**config.mk**
```make
export PLATFORM = sky130hd
export DESIGN_NAME = alu_cmd_sequencer
export DESIGN_NICKNAME = d
export VERILOG_FILES = /design/src/rtl/alu_cmd_sequencer.sv
export SDC_FILE = /design/constraint.sdc
export NUM_CORES = 1
export LEC_CHECK = 0
export CAP_MARGIN = 40
export CORE_MARGIN = 5
export CORE_UTILIZATION = 50
export CTS_CLUSTER_SIZE = 30
export DETAILED_ROUTE_END_ITERATION = 7
export PLACE_DENSITY = 0.8
export SETUP_SLACK_MARGIN = 0.2
export SKIP_CTS_REPAIR_TIMING = 1
export SLEW_MARGIN = 40
export SYNTH_ARGS = -nofsm -noshare
export SYNTH_HDL_FRONTEND = slang
export SYNTH_SLANG_ARGS = --single-unit
```
**constraint.sdc**
```tcl
create_clock -name clk -period 3.1 [get_ports clk]
set_input_delay 0.62 -clock clk [delete_from_list [all_inputs] [get_ports clk]]
set_output_delay 0.62 -clock clk [all_outputs]
set_load 0.02 [all_outputs]
```
**src/rtl/alu_cmd_sequencer.sv**
```systemverilog
// Request sequencer for a combinational N-bit ALU: buffers requests, issues them one at a
// time, returns the captured result and checks it against an internal reference.
module alu_cmd_sequencer #(
   parameter int N     = 4,
   parameter int DEPTH = 4
) (
   input  logic         clk,
   input  logic         reset,
   input  logic         req_valid,
   output logic         req_ready,
   input  logic [N-1:0] req_op1,
   input  logic [N-1:0] req_op2,
   input  logic [1:0]   req_opcode,
   output logic [N-1:0] alu_operand1,
   output logic [N-1:0] alu_operand2,
   output logic [1:0]   alu_operation,
   input  logic [N:0]   alu_result,
   output logic         rsp_valid,
   input  logic         rsp_ready,
   output logic [N:0]   rsp_result,
   output logic [1:0]   rsp_opcode,
   output logic         rsp_mismatch,
   output logic [7:0]   err_count
);
   localparam int AW = (DEPTH > 1) ? $clog2(DEPTH) : 1;
   localparam logic [AW:0] DEPTH_C = DEPTH[AW:0];

   typedef enum logic [1:0] {S_IDLE, S_ISSUE, S_CAPTURE, S_RESPOND} state_t;

   logic [N-1:0]  r_fifo_op1 [DEPTH];
   logic [N-1:0]  r_fifo_op2 [DEPTH];
   logic [1:0]    r_fifo_opc [DEPTH];
   logic [AW-1:0] r_wr_ptr;
   logic [AW-1:0] r_rd_ptr;
   logic [AW:0]   r_count;

   state_t        r_state;
   logic [N-1:0]  r_op1;
   logic [N-1:0]  r_op2;
   logic [1:0]    r_opc;
   logic          r_rsp_valid;
   logic [N:0]    r_rsp_result;
   logic [1:0]    r_rsp_opcode;
   logic          r_rsp_mismatch;
   logic [7:0]    r_err_count;

   logic          w_push;
   logic          w_pop;
   logic [N:0]    w_a;
   logic [N:0]    w_b;
   logic [N:0]    w_model;
   logic          w_mismatch;

   assign req_ready = (r_count < DEPTH_C);
   assign w_push    = req_valid && req_ready;
   assign w_pop     = (r_state == S_IDLE) && (r_count != '0);

   // Storage has no reset so it can map onto distributed/block RAM.
   always_ff @(posedge clk) begin
      if (w_push) begin
         r_fifo_op1[r_wr_ptr] <= req_op1;
         r_fifo_op2[r_wr_ptr] <= req_op2;
         r_fifo_opc[r_wr_ptr] <= req_opcode;
      end
   end

   always_ff @(posedge clk) begin
      if (reset) begin
         r_wr_ptr <= '0;
         r_rd_ptr <= '0;
         r_count  <= '0;
      end else begin
         if (w_push) r_wr_ptr <= r_wr_ptr + 1'b1;
         if (w_pop)  r_rd_ptr <= r_rd_ptr + 1'b1;
         case ({w_push, w_pop})
            2'b10:   r_count <= r_count + 1'b1;
            2'b01:   r_count <= r_count - 1'b1;
            default: r_count <= r_count;
         endcase
      end
   end

   assign w_a = {1'b0, r_op1};
   assign w_b = {1'b0, r_op2};

   always_comb begin
      w_model = '0;
      unique case (r_opc)
         2'b00:   w_model = w_a + w_b;
         2'b01:   w_model = w_a - w_b;
         2'b10:   w_model = w_a & w_b;
         default: w_model = w_a | w_b;
      endcase
   end

   assign w_mismatch = (alu_result != w_model);

   always_ff @(posedge clk) begin
      if (reset) begin
         r_state        <= S_IDLE;
         r_op1          <= '0;
         r_op2          <= '0;
         r_opc          <= '0;
         r_rsp_valid    <= 1'b0;
         r_rsp_result   <= '0;
         r_rsp_opcode   <= '0;
         r_rsp_mismatch <= 1'b0;
         r_err_count    <= '0;
      end else begin
         case (r_state)
            S_IDLE: begin
               if (w_pop) begin
                  r_op1   <= r_fifo_op1[r_rd_ptr];
                  r_op2   <= r_fifo_op2[r_rd_ptr];
                  r_opc   <= r_fifo_opc[r_rd_ptr];
                  r_state <= S_ISSUE;
               end
            end
            S_ISSUE: r_state <= S_CAPTURE;
            S_CAPTURE: begin
               r_rsp_result   <= alu_result;
               r_rsp_opcode   <= r_opc;
               r_rsp_mismatch <= w_mismatch;
               r_rsp_valid    <= 1'b1;
               if (w_mismatch && (r_err_count != 8'hFF))
                  r_err_count <= r_err_count + 1'b1;
               r_state <= S_RESPOND;
            end
            S_RESPOND: begin
               // Mismatch flag is only meaningful alongside a valid response.
               if (rsp_ready) begin
                  r_rsp_valid    <= 1'b0;
                  r_rsp_mismatch <= 1'b0;
                  r_state        <= S_IDLE;
               end
            end
            default: r_state <= S_IDLE;
         endcase
      end
   end

   assign alu_operand1  = r_op1;
   assign alu_operand2  = r_op2;
   assign alu_operation = r_opc;
   assign rsp_valid     = r_rsp_valid;
   assign rsp_result    = r_rsp_result;
   assign rsp_opcode    = r_rsp_opcode;
   assign rsp_mismatch  = r_rsp_mismatch;
   assign err_count     = r_err_count;

endmodule

```
**Yosys cells after proc, flatten, opt, wreduce, memory -nomap -nowiden**

Memory sizes are Yosys's and may differ from the RTL's. A register that Yosys moved wholly into a read port is not among the register bits.
Index checks and enable logic that the tools add are counted.

- Flip-flop bits (word level): 26
- Bits in latches: 0
- Memory bits (writable): 40
- ROM bits: 0
- Bits of input ports: 19
- Output and inout port bits: 28
- Logic and storage cells: 55
- Memories: 3

Memory list:

| name | depth | bits a word | rd ports | clocked after Yosys merged registers in | wr ports | RTL line | RTL |
|---|---|---|---|---|---|---|---|
| r_fifo_op1 | 4 | 4 | 1 | 1 | 1 | 30 | `logic [N-1:0] r_fifo_op1 [DEPTH];` |
| r_fifo_op2 | 4 | 4 | 1 | 1 | 1 | 31 | `logic [N-1:0] r_fifo_op2 [DEPTH];` |
| r_fifo_opc | 4 | 2 | 1 | 1 | 1 | 32 | `logic [1:0] r_fifo_opc [DEPTH];` |

- $add $sub $neg: 7
- Multiply operators: 0
- Divide/modulo/power cells: 0
- $lt $le $gt $ge: 1
- Eq/ne operators: 11
- Shift operators: 0
- Muxes and demuxes: 10
- Bitwise operators: 2
- Reductions and logical operators: 12

Operators by type and width:

| cell | number |
|---|---|
| case mux 5 bit (3 select lines) | 1 |
| adder 8 x 1 -> 8 bit, second input constant | 1 |
| == test 2 bit, second input constant | 4 |
| != test 8 bit, second input constant | 1 |
| case mux 2 bit (4 select lines) | 1 |
| AND reduction 2 bit | 4 |
| == test 2 x 1 -> 1 bit, second input constant | 3 |
| case mux 3 bit (2 select lines) | 1 |
| adder 4 x 4 -> 5 bit | 1 |
| != test 5 bit | 1 |
| subtractor 4 x 4 -> 5 bit | 1 |
| adder 2 x 1 -> 2 bit, second input constant | 2 |
| bitwise AND 4 bit | 1 |
| logical NOT 2 bit | 2 |
| two-way mux 2 bit | 2 |
| != test 2 bit, second input constant | 2 |
| OR 4 bit | 1 |
| case mux 1 bit (2 select lines) | 2 |
| nonzero test 2 bit | 2 |
| adder 3 x 1 -> 3 bit, second input constant | 1 |
| logical AND 1 bit | 3 |
| < comparator 3 bit, second input constant | 1 |
| two-way mux 1 bit | 3 |
| nonzero test 3 bit | 1 |
| subtractor 3 x 1 -> 3 bit, second input constant | 1 |

**Logic depth before layout (Yosys ltp)**

Gate-level depths: netlist of the first run.

- Depth after elaboration: 5
- Depth in mapped cells: 14
- Depth with buffers taken out: 13

**Worst setup path before layout of the first run**

No wires, ideal clock.

- Path type: reg-to-reg
- Start: register r_opc[1] (netlist: alu_operation[1]) (read register of r_fifo_opc)
- End: register r_err_count[2] (netlist: err_count[2])
- Library setup time: 71 ps
- Data arrival time: 2869 ps
- Data required time: 3029 ps
- Slack: 160 ps
- Cell stages (with the launch flop): 14
- Buffers on the path: 2
- Period minus slack after synthesis: 2940 ps
- Cell sequence: dfxtp_1 > clkbuf_1 > nor2b_1 > mux2i_1 > fa_1 > a21o_1 > a21oi_1 > xnor2_1 > nor2_1 > xor2_1 > o21ai_2 > buf_6 > or3_1 > a21oi_1

- Cells in the longest elaborated chain, start to end: 5
- Elaborated cells between the ends (all ways): 7
- Those cells by class: 3 x eq/ne; 1 x mux; 3 x reduce/logical

Ends and longest elaborated chain:

| item | RTL line | RTL |
|---|---|---|
| from (decl) | 40 | `logic [1:0] r_opc;` |
| == test 2 bit, or another cell as far along | 88 | `unique case (r_opc)` |
| case mux 5 bit (3 select lines) (*) | 88 |  |
| != test 5 bit (*) | 96 | `assign w_mismatch = (alu_result != w_model);` |
| logical AND 1 bit (*) | 125 | `if (w_mismatch && (r_err_count != 8'hFF))` |
| AND reduction 2 bit (no source line) (*) | -- |  |
| to (signal assigned) | 126 | `r_err_count <= r_err_count + 1'b1;` |
| to (decl) | 45 | `logic [7:0] r_err_count;` |

Mark *: on every way between the ends. The rest lies on a longest branch, timed or not.
A chain may end at the register's enable or synchronous reset.

**Final worst setup path of the first run**

- Start: register r_op2[0] (netlist: alu_operand2[0]) (read register of r_fifo_op2)
- End: register r_err_count[6] (netlist: err_count[6])

- Cells in the longest elaborated chain, start to end: 5
- Elaborated cells between the ends (all ways): 8
- Those cells by class: 2 x add/sub; 1 x eq/ne; 1 x mux; 2 x bitwise; 2 x reduce/logical

Ends and longest elaborated chain:

| item | RTL line | RTL |
|---|---|---|
| from (decl) | 39 | `logic [N-1:0] r_op2;` |
| subtractor 4 x 4 -> 5 bit, or another cell as far along | 90 | `2'b01: w_model = w_a - w_b;` |
| case mux 5 bit (3 select lines) (*) | 88 |  |
| != test 5 bit (*) | 96 |  |
| logical AND 1 bit (*) | 125 |  |
| AND reduction 2 bit (no source line) (*) | -- |  |

Marks and branches as above.

==> impl.org, run 1 <==
** Final layout
- Fraction of layout cells with a size suffix above 1 :: 0.151
- From synthesis to final layout, the design area changed by 24.7%.
- The count of cells in the finished layout, fillers not included, comes to 432.
- Final nets :: 384
- After routing the design area is 0.00428 mm².
- Antenna diodes :: 0
- Fill cells :: 510

** STA
- Number of setup violations in the final report :: 0
- The worst path needs 2.80 ns of the cycle, external delays included.
- Between clock sinks in the finished design, the worst skew comes to 0.00806 ns.
- Fmax :: 357 MHz
- Transition at the pin with the smallest max-transition slack :: 0.557 ns
- Number of slew-limit violations in the final report :: 0
- The hold violation count in the final report is 0.
- Dividing the final minimum period by the clock period gives 0.902.
- Across all hold checks on the routed design, the worst slack comes to 0.498 ns.
- Aggregate negative setup slack :: 0 ns
- Setup repair after global routing left no endpoint under its margin.
- Max-slew headroom at the worst pin :: 0.629

** Setup path
- Maximum net fanout on the critical path :: 8
- Reg2reg start :: alu_operand2[0]
- For this design, the slowest cell found on the critical path is sky130_fd_sc_hd__dfxtp_4.
- The worst setup path is launched from a register.
- Data arrival time of the critical path :: 3.05 ns
- Data required time of the critical path :: 3.36 ns
- Origin of the worst setup path :: alu_operand2[0]
- Walking the worst path, the cells encountered are inv_1 > ha_4 > mux2i_4 > ha_1 > nor2b_1 > o21ai_1 > or3_1 > and4_1 > o211ai_2 > o21ai_4 > o31a_2 > o21ba_2.
- STA classifies the critical path endpoint as a register.
- The critical path is of the register to register type.
- Bufs and invs on worst path :: 1
- CP top delay family :: compound AO/OA/AOI/OAI gates
- For this run, the slowest stage of the critical path takes 0.37 ns.

** Clock network
- The clock net in this run drives a total of 76 sinks.
- TritonCTS built the clock tree.
- Clock-pin slew was measured on the worst setup and hold paths at 0.09 ns.
- The H-tree generated during clock tree synthesis spans 3 levels.
- Root Driver :: sky130_fd_sc_hd__clkbuf_8
- The number of clock buffers added by TritonCTS is 9.
- Clock Tree Buf Depth :: 2
- The clock reaches the later pin of the worst-skew pair after 0.36 ns.

** Synthesis
- Area fraction of the dominant cell type after synthesis :: 0.350
- By area, the combinational part of the netlist is dominated by simple AND/OR/NAND/NOR gates.
- Fraction of the mapped netlist area in compound gates :: 0.0758
- Share of synthesized cell area in full adder, half adder and majority cells :: 0.0761
- Yosys instantiated no cell more often than sky130_fd_sc_hd__edfxtp_1.
- Simple-gate share of the synthesized area :: 0.119
- Mapped Cells :: 293
- Number of synthesized register bits :: 76
- Share of synthesized registers carrying an async set or reset :: 0
- In the synthesized netlist the dominant register cell turns out to be sky130_fd_sc_hd__edfxtp_1.
- Summed over all instances, the cell type with the most area after synthesis is sky130_fd_sc_hd__edfxtp_1.
- Of the total synthesized cell area, the portion taken by XOR and XNOR cells is 0.0408.
- Number of enable flip-flop cells after synthesis :: 40
- Portion of netlist area occupied by mux cells :: 0.0918
- After synthesis, the most frequently instantiated cells are sky130_fd_sc_hd__edfxtp_1, sky130_fd_sc_hd__dfxtp_1, sky130_fd_sc_hd__nor2_1.
- Post-Synthesis Net Count :: 330
- Of the synthesized area, sequential elements account for 0.560.
- Synthesized area per cell :: 11.7 µm²
- After synthesis the cells add up to 0.00343 mm².
- Count of warnings emitted by yosys :: 0
- The synthesized netlist contains 41 unique library cells.
- Most area-consuming cells after synthesis :: sky130_fd_sc_hd__edfxtp_1, sky130_fd_sc_hd__dfxtp_1, sky130_fd_sc_hd__mux4_2

** Detailed routing
- In the final routed layout, each cell accounts on average for 14.4 µm.
- The detailed router placed 2287 vias in this run.
- DRC :: 0
- DRT Wirelength :: 6230 µm
- The first detailed-routing pass ran for 4 iterations.
- Vias per inst :: 5.29
- Detail Route Antenna Nets :: 0
- The first routing iteration left 123 violations.

** Power
- For this design the static power due to leakage is 1.50 nW.
- IR analysis of the VDD net gives a maximum drop of 506 µV.
- For this design the ratio of total power to cell area is 950 mW/mm².

** Place
- Total of buffers placed on input and output ports :: 46
- The wire-length estimate of the detail-placed layout is 4260 µm.
- Number of cells after detailed placement :: 411
- Once placement finished, the instance area stood at 0.00397 mm².
- GPL Wtd Cong :: 0.788

** Global route
- Maximum number of pins on one net before global-route repair :: 37
- Remaining global-route overflow :: 0
- The first global-routing pass estimated 10200 µm of wire.
- The via count of the first global-routing pass was 2236.
- All-Layer GR Usage :: 0.152
- The number of antenna violations at the first check in global routing is 0.

** Run
- Number of max-capacitance violations reported :: 0

** Die
- I/O pin count :: 47
- From bottom edge to top edge, the die measures 92.9 µm.
- The core region is 0.00676 mm².
- The initial utilization of the core area, before any placement, comes to 0.508.
- Row generation in the floorplan step produced 30 rows.
- The die covers 0.00863 mm².
- In this run the horizontal extent of the chip is 92.9 µm.

** Outcome
- The run finished with clean final reports.

** Hold path
- Hold Crit Start :: rsp_result[3]
- Path category of the worst min-delay check :: register to register
[registers in the layout, summed over array words and instances, names as in the netlist, 2 cells and up]
name / flops
alu_operand1: 4
alu_operand2: 4
alu_operation: 2
err_count: 8
r_count: 3
r_fifo_op1: 16
r_fifo_op2: 16
r_fifo_opc: 8
r_rd_ptr: 2
r_state: 2
r_wr_ptr: 2
rsp_opcode: 2
rsp_result: 5
[cells in the final DEF, fill, tap and decap left out, types with 6 or more instances in the layout]
cell type / instances
sky130_fd_sc_hd__clkdlybuf4s50_1: 46
sky130_fd_sc_hd__edfxtp_1: 40
sky130_fd_sc_hd__dfxtp_1: 33
sky130_fd_sc_hd__nor2_1: 29
sky130_fd_sc_hd__a21oi_1: 25
sky130_fd_sc_hd__nand2_1: 25
sky130_fd_sc_hd__inv_1: 15
sky130_fd_sc_hd__ha_1: 15
sky130_fd_sc_hd__o21ai_0: 10
sky130_fd_sc_hd__mux4_2: 10
sky130_fd_sc_hd__clkbuf_8: 9
sky130_fd_sc_hd__buf_4: 9
sky130_fd_sc_hd__xor2_1: 8
sky130_fd_sc_hd__mux2i_1: 8
sky130_fd_sc_hd__xnor2_1: 7
sky130_fd_sc_hd__or3_1: 6
[layer usage]
metal | wire length (µm) | vias to the layer above | GRT usage
met3 | 330 | 9 | 0.0496
met4 | 89 | 0 | 0.0586
met1 | 2680 | 1080 | 0.174
met5 | 0 | - | 0
li1 | - | 1141 | -
met2 | 3140 | 57 | 0.262
[power breakdown]
group / internal, mW / switching, mW
logic: 0.881 / 0.977
clock network: 0.396 / 0.419
registers: 1.24 / 0.154
total: 2.52 / 1.55
[logic make-up after synthesis]
kind of cell             count (synthesis)
AND/OR/NAND/NOR                         88
flip-flops                              76
AO/OA/AOI/OAI                           45
buffers and inverters                   29
adder cells (fa/ha/maj)                 20
multiplexers                            19
XOR/XNOR                                16
[final timing paths]
check,cells past startpoint,endpoint,slack (ns)
worst max-delay path,12,err_count[6],0.30
worst min-delay path,2,rsp_result[3],0.50
worst max register to register,12,err_count[6],0.30
worst min register to register,2,rsp_result[3],0.50
[tightest hold or removal path, stage by stage (launching register included)]
cell and delay (ns):
sky130_fd_sc_hd__dfxtp_1 0.33, sky130_fd_sc_hd__mux2i_1 0.06, sky130_fd_sc_hd__nor2_1 0.07
[area by class of cell]
cell class                 instances  area, µm²  area share
clock buffer                       9        124      0.0289
clock inverter                     7       90.1      0.0210
inverter                          16       60.1      0.0140
multi-input combinational        188       1440       0.336
sequential                        76       1930       0.451
tap                               80        100      0.0234
timing repair buffer              56        539       0.126
[stage by stage]
step / worst slack, ns / power [mW] / util
5_1_grt: 0.195 / 4.39 / 0.634
2_1_floorplan: 0.239 / 2.67 / -
3_5_place_dp: 0.160 / 3.10 / 0.587
3_3_place_gp: 0.209 / 3.05 / 0.587
6_report: 0.303 / 4.07 / 0.634
4_1_cts: 0.141 / 3.92 / 0.619
Power figures use the tool's default switching activity.
==> run 2: changes to the inputs <==
Settings changed: GPL_ROUTABILITY_DRIVEN set to 0, GPL_TIMING_DRIVEN set to 0.
==> run 2 against run 1 <==
Clock skew is essentially flat. First-iteration DRC count decreased by 35%. Die area unchanged. Worst hold slack got worse by 0.0067 ns. Combinational power grew 8%. Power grew 3.1%. Highest routed layer unchanged. Register-to-register slack worse by 0.09 ns. Count of clock-buffer cells in the layout did not move. Flip-flop and latch count unchanged. Sequential share of layout area is 0.71 points lower.
==> impl.org, run 2 (same netlist as run 1, synthesis figures left out) <==
** Place
- Total of buffers placed on input and output ports :: 45 (was 46)
- Detail Placement HPWL :: 4380 µm (was 4260 µm)

** Setup path
- The buffer and inverter count on the worst path was 2 (was 1).
- Maximum net fanout on the critical path :: 6 (was 8)
- Critical Path, Cell by Cell :: inv_1 > ha_4 > mux2i_4 > ha_1 > nor2b_2 > o21ai_2 > or3_4 > and4_1 > o211ai_2 > o21ai_4 > buf_4 > or3_1 > a21oi_1 (was inv_1 > ha_4 > mux2i_4 > ha_1 > nor2b_1 > o21ai_1 > or3_1 > and4_1 > o211ai_2 > o21ai_4 > o31a_2 > o21ba_2)
- The cell family with the largest share of critical-path delay is simple AND/OR/NAND/NOR gates (was compound AO/OA/AOI/OAI gates).
- Cell with the biggest individual delay on the critical path :: sky130_fd_sc_hd__dfxtp_4 (unchanged)
- Maximum single-stage delay on the critical path :: 0.39 ns (was 0.37 ns)
- Startpoint Class :: register (unchanged)
- The start-to-end type of the worst setup path was register to register (unchanged).
- The arrival time of data at the critical path endpoint is 3.17 ns (was 3.05 ns).
- The critical path data required time was 3.39 ns (was 3.36 ns).
- The kind of end point of the critical path is a register (unchanged).

** Clock network
- The maximum clock path buffer count came to 2 (unchanged).
- Clock insertion delay at the later pin of the skew report :: 0.35 ns (was 0.36 ns)
- The H-tree depth reported by CTS is 3 (unchanged).
- Number of buffers created by CTS :: 9 (unchanged)
- The clock tree from TritonCTS is yes (unchanged).
- CTS sink cnt :: 76 (unchanged)
- The root buffer selected by CTS was sky130_fd_sc_hd__clkbuf_8 (unchanged).
- Clock slew seen by the registers of the worst setup and hold paths :: 0.09 ns (about the same)

** Power
- VDD IR max :: 597 µV (was 506 µV)
- The leakage power total was 1.53 nW (was 1.50 nW).
- Pwr/cell area :: 964 mW/mm² (was 950 mW/mm²)
- The post-layout total power was 4.19 mW (was 4.07 mW).

** Detailed routing
- Mean routed wirelength per cell :: 14.2 µm (was 14.4 µm)
- The detailed router's first-iteration violation count is 80 (was 123).
- The count of TritonRoute iterations in the first routing pass is 4 (unchanged).
- The number of nets with antenna violations after routing was 0 (unchanged).
- DRT Wirelength :: 6310 µm (was 6230 µm)
- DRC :: 0 (unchanged)
- The routed via count is 2354 (was 2287).
- The mean number of vias per cell was 5.31 (was 5.29).

** Die
- The overall die height is 92.9 µm (unchanged).
- I/O pin count :: 47 (unchanged)
- Num rows :: 30 (unchanged)
- The die width was 92.9 µm (unchanged).
- Core Footprint :: 0.00676 mm² (unchanged)
- The die area came to 0.00863 mm² (unchanged).
- The starting utilization of the core area came to 0.508 (unchanged).

** Global route
- The total routing usage reported by global routing is 0.153 (was 0.152).
- The routing usage on met3 is 0.0617 (was 0.0496).
- Number of antenna violations at the first check in global routing :: 0 (unchanged)
- Grt met1 use :: 0.177 (was 0.174)
- GR met2 Demand/Resource :: 0.262 (about the same)
- The layer with the highest usage after global routing is met2 (unchanged).
- The pin count of the biggest net entering global routing came to 17 (was 37).
- Vias in the first global route :: 2254 (was 2236)
- Wire length of the first global-routing pass :: 10300 µm (was 10200 µm)
- The overall overflow remaining after global route came to 0 (unchanged).

** STA
- The hold violation count in the final report is 0 (unchanged).
- Post-layout minimum cycle time :: 2.89 ns (was 2.80 ns)
- The final critical-path share of the clock period was 0.932 (was 0.902).
- Setup skew after layout :: 0.00843 ns (was 0.00806 ns)
- Transition at the pin with the smallest max-transition slack :: 0.632 ns (was 0.557 ns)
- The worst slew margin relative to its limit was 0.579 (was 0.629).
- The total setup violations reported at the end of the flow came to 0 (unchanged).
- The total negative setup slack is 0 ns (unchanged).
- Setup repair after global routing missed its margin :: yes (was no)
- Number of slew-limit violations in the final report :: 0 (unchanged)
- The highest achievable clock rate came to 346 MHz (was 357 MHz).

** Hold path
- Path category of the worst min-delay check :: register to register (unchanged)

** Run
- Number of max-capacitance violations reported :: 0 (unchanged)

** Final layout
- Regs by FF count: r_fifo_op1 (16), r_fifo_op2 (16) (unchanged).
- The most common library cell in the layout ignoring fill and taps is sky130_fd_sc_hd__clkdlybuf4s50_1 (unchanged).
- Antenna diodes :: 0 (unchanged)
- The total of fill cells in the finished design is 524 (was 510).
- The sequential cell area is 0.00193 mm² (about the same).
- Final nets :: 395 (was 384)
- The multi-input gate area in the final layout was 0.00145 mm² (was 0.00144 mm²).
- Fraction of layout cells with a size suffix above 1 :: 0.168 (was 0.151)
- Signed area change from the synthesized netlist to the final layout :: 26.7% (was 24.7%)
- Most used cells in the layout excluding fill and tap cells: sky130_fd_sc_hd__clkdlybuf4s50_1, sky130_fd_sc_hd__edfxtp_1, sky130_fd_sc_hd__dfxtp_1 (unchanged).

** Outcome
- Outcome: finished, final reports clean (unchanged).
-- run 2: cell types whose count changed in the layout (fill, tap and decap cells not counted), sizes merged --
cell	delta
clkbuf	+7
clkdlybuf4s50	-1
buf	+5
clkinv	+2
inv	-2
-- run 2: per-stage QoR --
step	hold WS [ns]	std cells	worst slack, ns	utilization	instance area, µm²
2_1_floorplan	0.481	293	0.239	-	3440
3_3_place_gp	0.470	418	0.127	0.590	3990
3_5_place_dp	0.477	418	0.0756	0.590	3990
4_1_cts	0.495	434	0.0321	0.622	4200
5_1_grt	0.530	443	0.118	0.644	4350
6_report	0.492	443	0.212	0.644	4350
-- run 2: worst min-delay path, stage by stage, from the launching register on --
cell and delay (ns):
sky130_fd_sc_hd__dfxtp_1 0.33, sky130_fd_sc_hd__mux2i_1 0.06, sky130_fd_sc_hd__nor2_1 0.07
-- run 2: worst paths after layout --
path / slack, ns / from / to / cells after the start
worst max-delay path: 0.21 / alu_operand2[1] / err_count[5] / 13
worst max register to register: 0.21 / alu_operand2[1] / err_count[5] / 13
worst min-delay path: 0.49 / rsp_result[4] / rsp_result[4] / 2
worst min register to register: 0.49 / rsp_result[4] / rsp_result[4] / 2
-- run 2: final cells by class --
| class | count | area share |
|---|---|---|
| repair buffers | 54 | 0.119 |
| inverters | 16 | 0.0138 |
| multi-input cells | 188 | 0.334 |
| clock inverters | 7 | 0.0213 |
| clock buffers | 9 | 0.0285 |
| flip-flops and latches | 76 | 0.444 |
| well taps | 80 | 0.0230 |
| plain buffers | 13 | 0.0167 |
-- run 2: power breakdown --
| part | leakage [nW] | switching (mW) | internal (mW) | total [mW] |
|---|---|---|---|---|
| clock network | 0.109 | 0.410 | 0.393 | 0.803 |
| registers | 0.662 | 0.134 | 1.24 | 1.38 |
| logic | 0.761 | 1.03 | 0.985 | 2.01 |
| total | 1.53 | 1.57 | 2.62 | 4.19 |
-- run 2: routing by layer --
metal,part of all wire,up-vias
met2,0.49,66
met4,0.012,0
met5,0,-
li1,-,1162
met3,0.061,9
met1,0.44,1117
==> run 3: changes to the inputs <==
Settings changed: CORE_UTILIZATION 50 to 54, PLACE_DENSITY 0.8 to 0.88, SLEW_MARGIN 40 to 20.
==> run 3 against run 2 <==
Die area shrank 6.6%. Largest power group unchanged. Clock power shrank 6.0%. Register-to-register slack is essentially flat.
==> impl.org, run 3 (same netlist as run 1, synthesis figures left out) <==
** Setup path
- The start-to-end type of the worst setup path is register to register (unchanged).
- Depth of the worst register-to-register path :: 14 (was 13)
- The critical path endpoint is err_count[2] (was err_count[5]).
- The capturing point of the worst reg2reg path is err_count[2] (was err_count[5]).
- Data required time of the critical path :: 3.38 ns (was 3.39 ns)
- The arrival time of data at the critical path endpoint is 3.15 ns (was 3.17 ns).
- R2R Setup Slk :: 0.23 ns (was 0.21 ns)
- The kind of end point of the critical path was a register (unchanged).
- Origin of the worst setup path :: alu_operation[1] (was alu_operand2[1])
- Reg2reg start :: alu_operation[1] (was alu_operand2[1])
- Startpoint Class :: register (unchanged)
- Maximum net fanout on the critical path :: 6 (unchanged)

** Final layout
- Most frequent standard cell in the layout excluding fill and tap cells :: sky130_fd_sc_hd__clkdlybuf4s50_1 (unchanged)
- The fraction of final layout cells sized beyond drive strength 1 is 0.171 (was 0.168).
- The total of fill cells in the finished design came to 440 (was 524).
- The sequential cell area came to 0.00193 mm² (about the same).
- Antenna diodes :: 0 (unchanged)
- The count of non-filler cells in the finished layout was 439 (was 443).
- Regs by FF count: r_fifo_op1 (16), r_fifo_op2 (16) (unchanged).
- The synthesis-to-finish area growth came to 26.7% (unchanged).
- The net total in the final layout is 394 (was 395).
- Most used cells in the layout excluding fill and tap cells: sky130_fd_sc_hd__clkdlybuf4s50_1, sky130_fd_sc_hd__edfxtp_1, sky130_fd_sc_hd__dfxtp_1 (unchanged).
- The final standard cell area without fillers came to 0.00435 mm² (unchanged).
- Total area of multi-input combinational cells :: 0.00148 mm² (was 0.00145 mm²)

** Global route
- The first-pass GRT wire length was 10900 µm (was 10300 µm).
- Remaining global-route overflow :: 0 (unchanged)
- Vias in the first global route :: 2301 (was 2254)
- Maximum number of pins on one net before global-route repair :: 15 (was 17)
- All-Layer GR Usage :: 0.168 (was 0.153)
- The number of antenna violations at the first check in global routing was 0 (unchanged).

** STA
- The hold violation count in the final report is 0 (unchanged).
- Aggregate negative setup slack :: 0 ns (unchanged)
- The clock period minus worst slack is 2.87 ns (was 2.89 ns).
- Fmax :: 348 MHz (was 346 MHz)
- The worst slew margin relative to its limit is 0.590 (was 0.579).
- The total setup violations reported at the end of the flow was 0 (unchanged).
- Setup repair after global routing missed its margin :: yes (unchanged)
- Number of slew-limit violations in the final report :: 0 (unchanged)
- Transition at the pin with the smallest max-transition slack :: 0.615 ns (was 0.632 ns)
- Final Cycle Share :: 0.927 (was 0.932)
- The worst path setup slack after routing is 0.226 ns (was 0.212 ns).
- The largest clock skew in the final design came to 0.0143 ns (was 0.00843 ns).

** Place
- The post-place instance area was 0.00398 mm² (was 0.00399 mm²).
- The setup slack at placement was 0.0696 ns (was 0.0756 ns).
- Detail Placement HPWL :: 4790 µm (was 4380 µm)
- Total of buffers placed on input and output ports :: 45 (unchanged)
- Number of cells after detailed placement :: 415 (was 418)

** Clock network
- Clock Tree Buf Depth :: 2 (unchanged)
- The clock tree from TritonCTS is yes (unchanged).
- The root buffer selected by CTS is sky130_fd_sc_hd__clkbuf_8 (unchanged).
- Clock slew seen by the registers of the worst setup and hold paths :: 0.08 ns (was 0.09 ns)
- Clock insertion delay at the later pin of the skew report :: 0.35 ns (about the same)
- The number of sinks on the clock net is 76 (unchanged).
- H-tree levels :: 3 (unchanged)
- The number of buffers created by CTS came to 9 (unchanged).

** Die
- Core Footprint :: 0.00628 mm² (was 0.00676 mm²)
- The site row count is 29 (was 30).
- The starting utilization of the core area came to 0.547 (was 0.508).
- The number of ports placed on the die boundary is 47 (unchanged).
- The die area came to 0.00806 mm² (was 0.00863 mm²).
- Die outline height :: 89.8 µm (was 92.9 µm)
- Width of the chip :: 89.8 µm (was 92.9 µm)

** Hold path
- The worst hold path class is register to register (unchanged).

** Power
- Pwr/cell area :: 980 mW/mm² (was 964 mW/mm²)
- The worst IR drop on VDD is 542 µV (was 597 µV).
- Leakage :: 1.53 nW (about the same)
- Total power draw :: 4.27 mW (was 4.19 mW)

** Detailed routing
- The DRC violation count after routing is 0 (unchanged).
- The overall routed net length came to 6770 µm (was 6310 µm).
- Number of DRC markers after the initial detailed-route iteration :: 117 (was 80)
- The routed via count is 2366 (was 2354).
- The routed length per instance was 15.4 µm (was 14.2 µm).
- The count of TritonRoute iterations in the first routing pass was 4 (unchanged).
- Vias per inst :: 5.39 (was 5.31)
- Detail Route Antenna Nets :: 0 (unchanged)

** Outcome
- Outcome: finished, final reports clean (unchanged).

** Run
- Number of max-capacitance violations reported :: 0 (unchanged)
run 3: how the worst min path moves through the flow:
stage | start | end | slack (ns) | cells past startpoint
after global routing | rsp_opcode[1] | rsp_opcode[1] | 0.53 | 2
after floorplan | r_count[1] | r_count[1] | 0.48 | 2
after detailed placement | rsp_result[0] | rsp_result[0] | 0.48 | 2
final | rsp_mismatch | rsp_mismatch | 0.50 | 2
after global placement | rsp_result[2] | rsp_result[2] | 0.47 | 2
after CTS | rsp_result[4] | rsp_result[4] | 0.50 | 2
run 3: worst max-delay path: stages, from the launching register on:
cell and delay, ns:
sky130_fd_sc_hd__dfxtp_4 0.37, sky130_fd_sc_hd__buf_8 0.13, sky130_fd_sc_hd__nor2b_4 0.17, sky130_fd_sc_hd__nor2_2 0.08, sky130_fd_sc_hd__xnor2_2 0.14, sky130_fd_sc_hd__ha_1 0.35
sky130_fd_sc_hd__a21o_1 0.21, sky130_fd_sc_hd__a21oi_2 0.13, sky130_fd_sc_hd__xnor2_1 0.08, sky130_fd_sc_hd__nor2_1 0.15, sky130_fd_sc_hd__xor2_1 0.30, sky130_fd_sc_hd__o21ai_4 0.11
sky130_fd_sc_hd__buf_6 0.14, sky130_fd_sc_hd__or3_1 0.30, sky130_fd_sc_hd__a21oi_1 0.12
run 3: layout make-up:
type                            instances  area share
Clock inverter                          7      0.0170
Inverter                               16      0.0138
Clock buffer                            9      0.0285
Tap cell                               77      0.0221
Timing Repair Buffer                   53       0.117
Multi-Input combinational cell        188       0.339
Buffer                                 13      0.0175
Sequential cell                        76       0.444
run 3: where the power goes:
| group | switching [mW] | leakage, nW | total (mW) | internal [mW] |
|---|---|---|---|---|
| combinational | 1.09 | 0.769 | 2.12 | 1.03 |
| clock | 0.380 | 0.0962 | 0.755 | 0.375 |
| sequential | 0.145 | 0.663 | 1.39 | 1.25 |
run 3: per-layer routing:
metal  wire length, µm  vias to the layer above  GRT usage
met5                 0                        -          0
met4                95                        0     0.0605
met3               360                        9     0.0526
met2              3460                       55      0.287
met1              2850                     1144      0.198
li1                  -                     1158          -
run 3: stage by stage:
step	utilization	hold slack, ns
6_report	0.693	0.500
3_3_place_gp	0.634	0.471
3_5_place_dp	0.634	0.484
4_1_cts	0.666	0.505
5_1_grt	0.693	0.532
2_1_floorplan	-	0.481
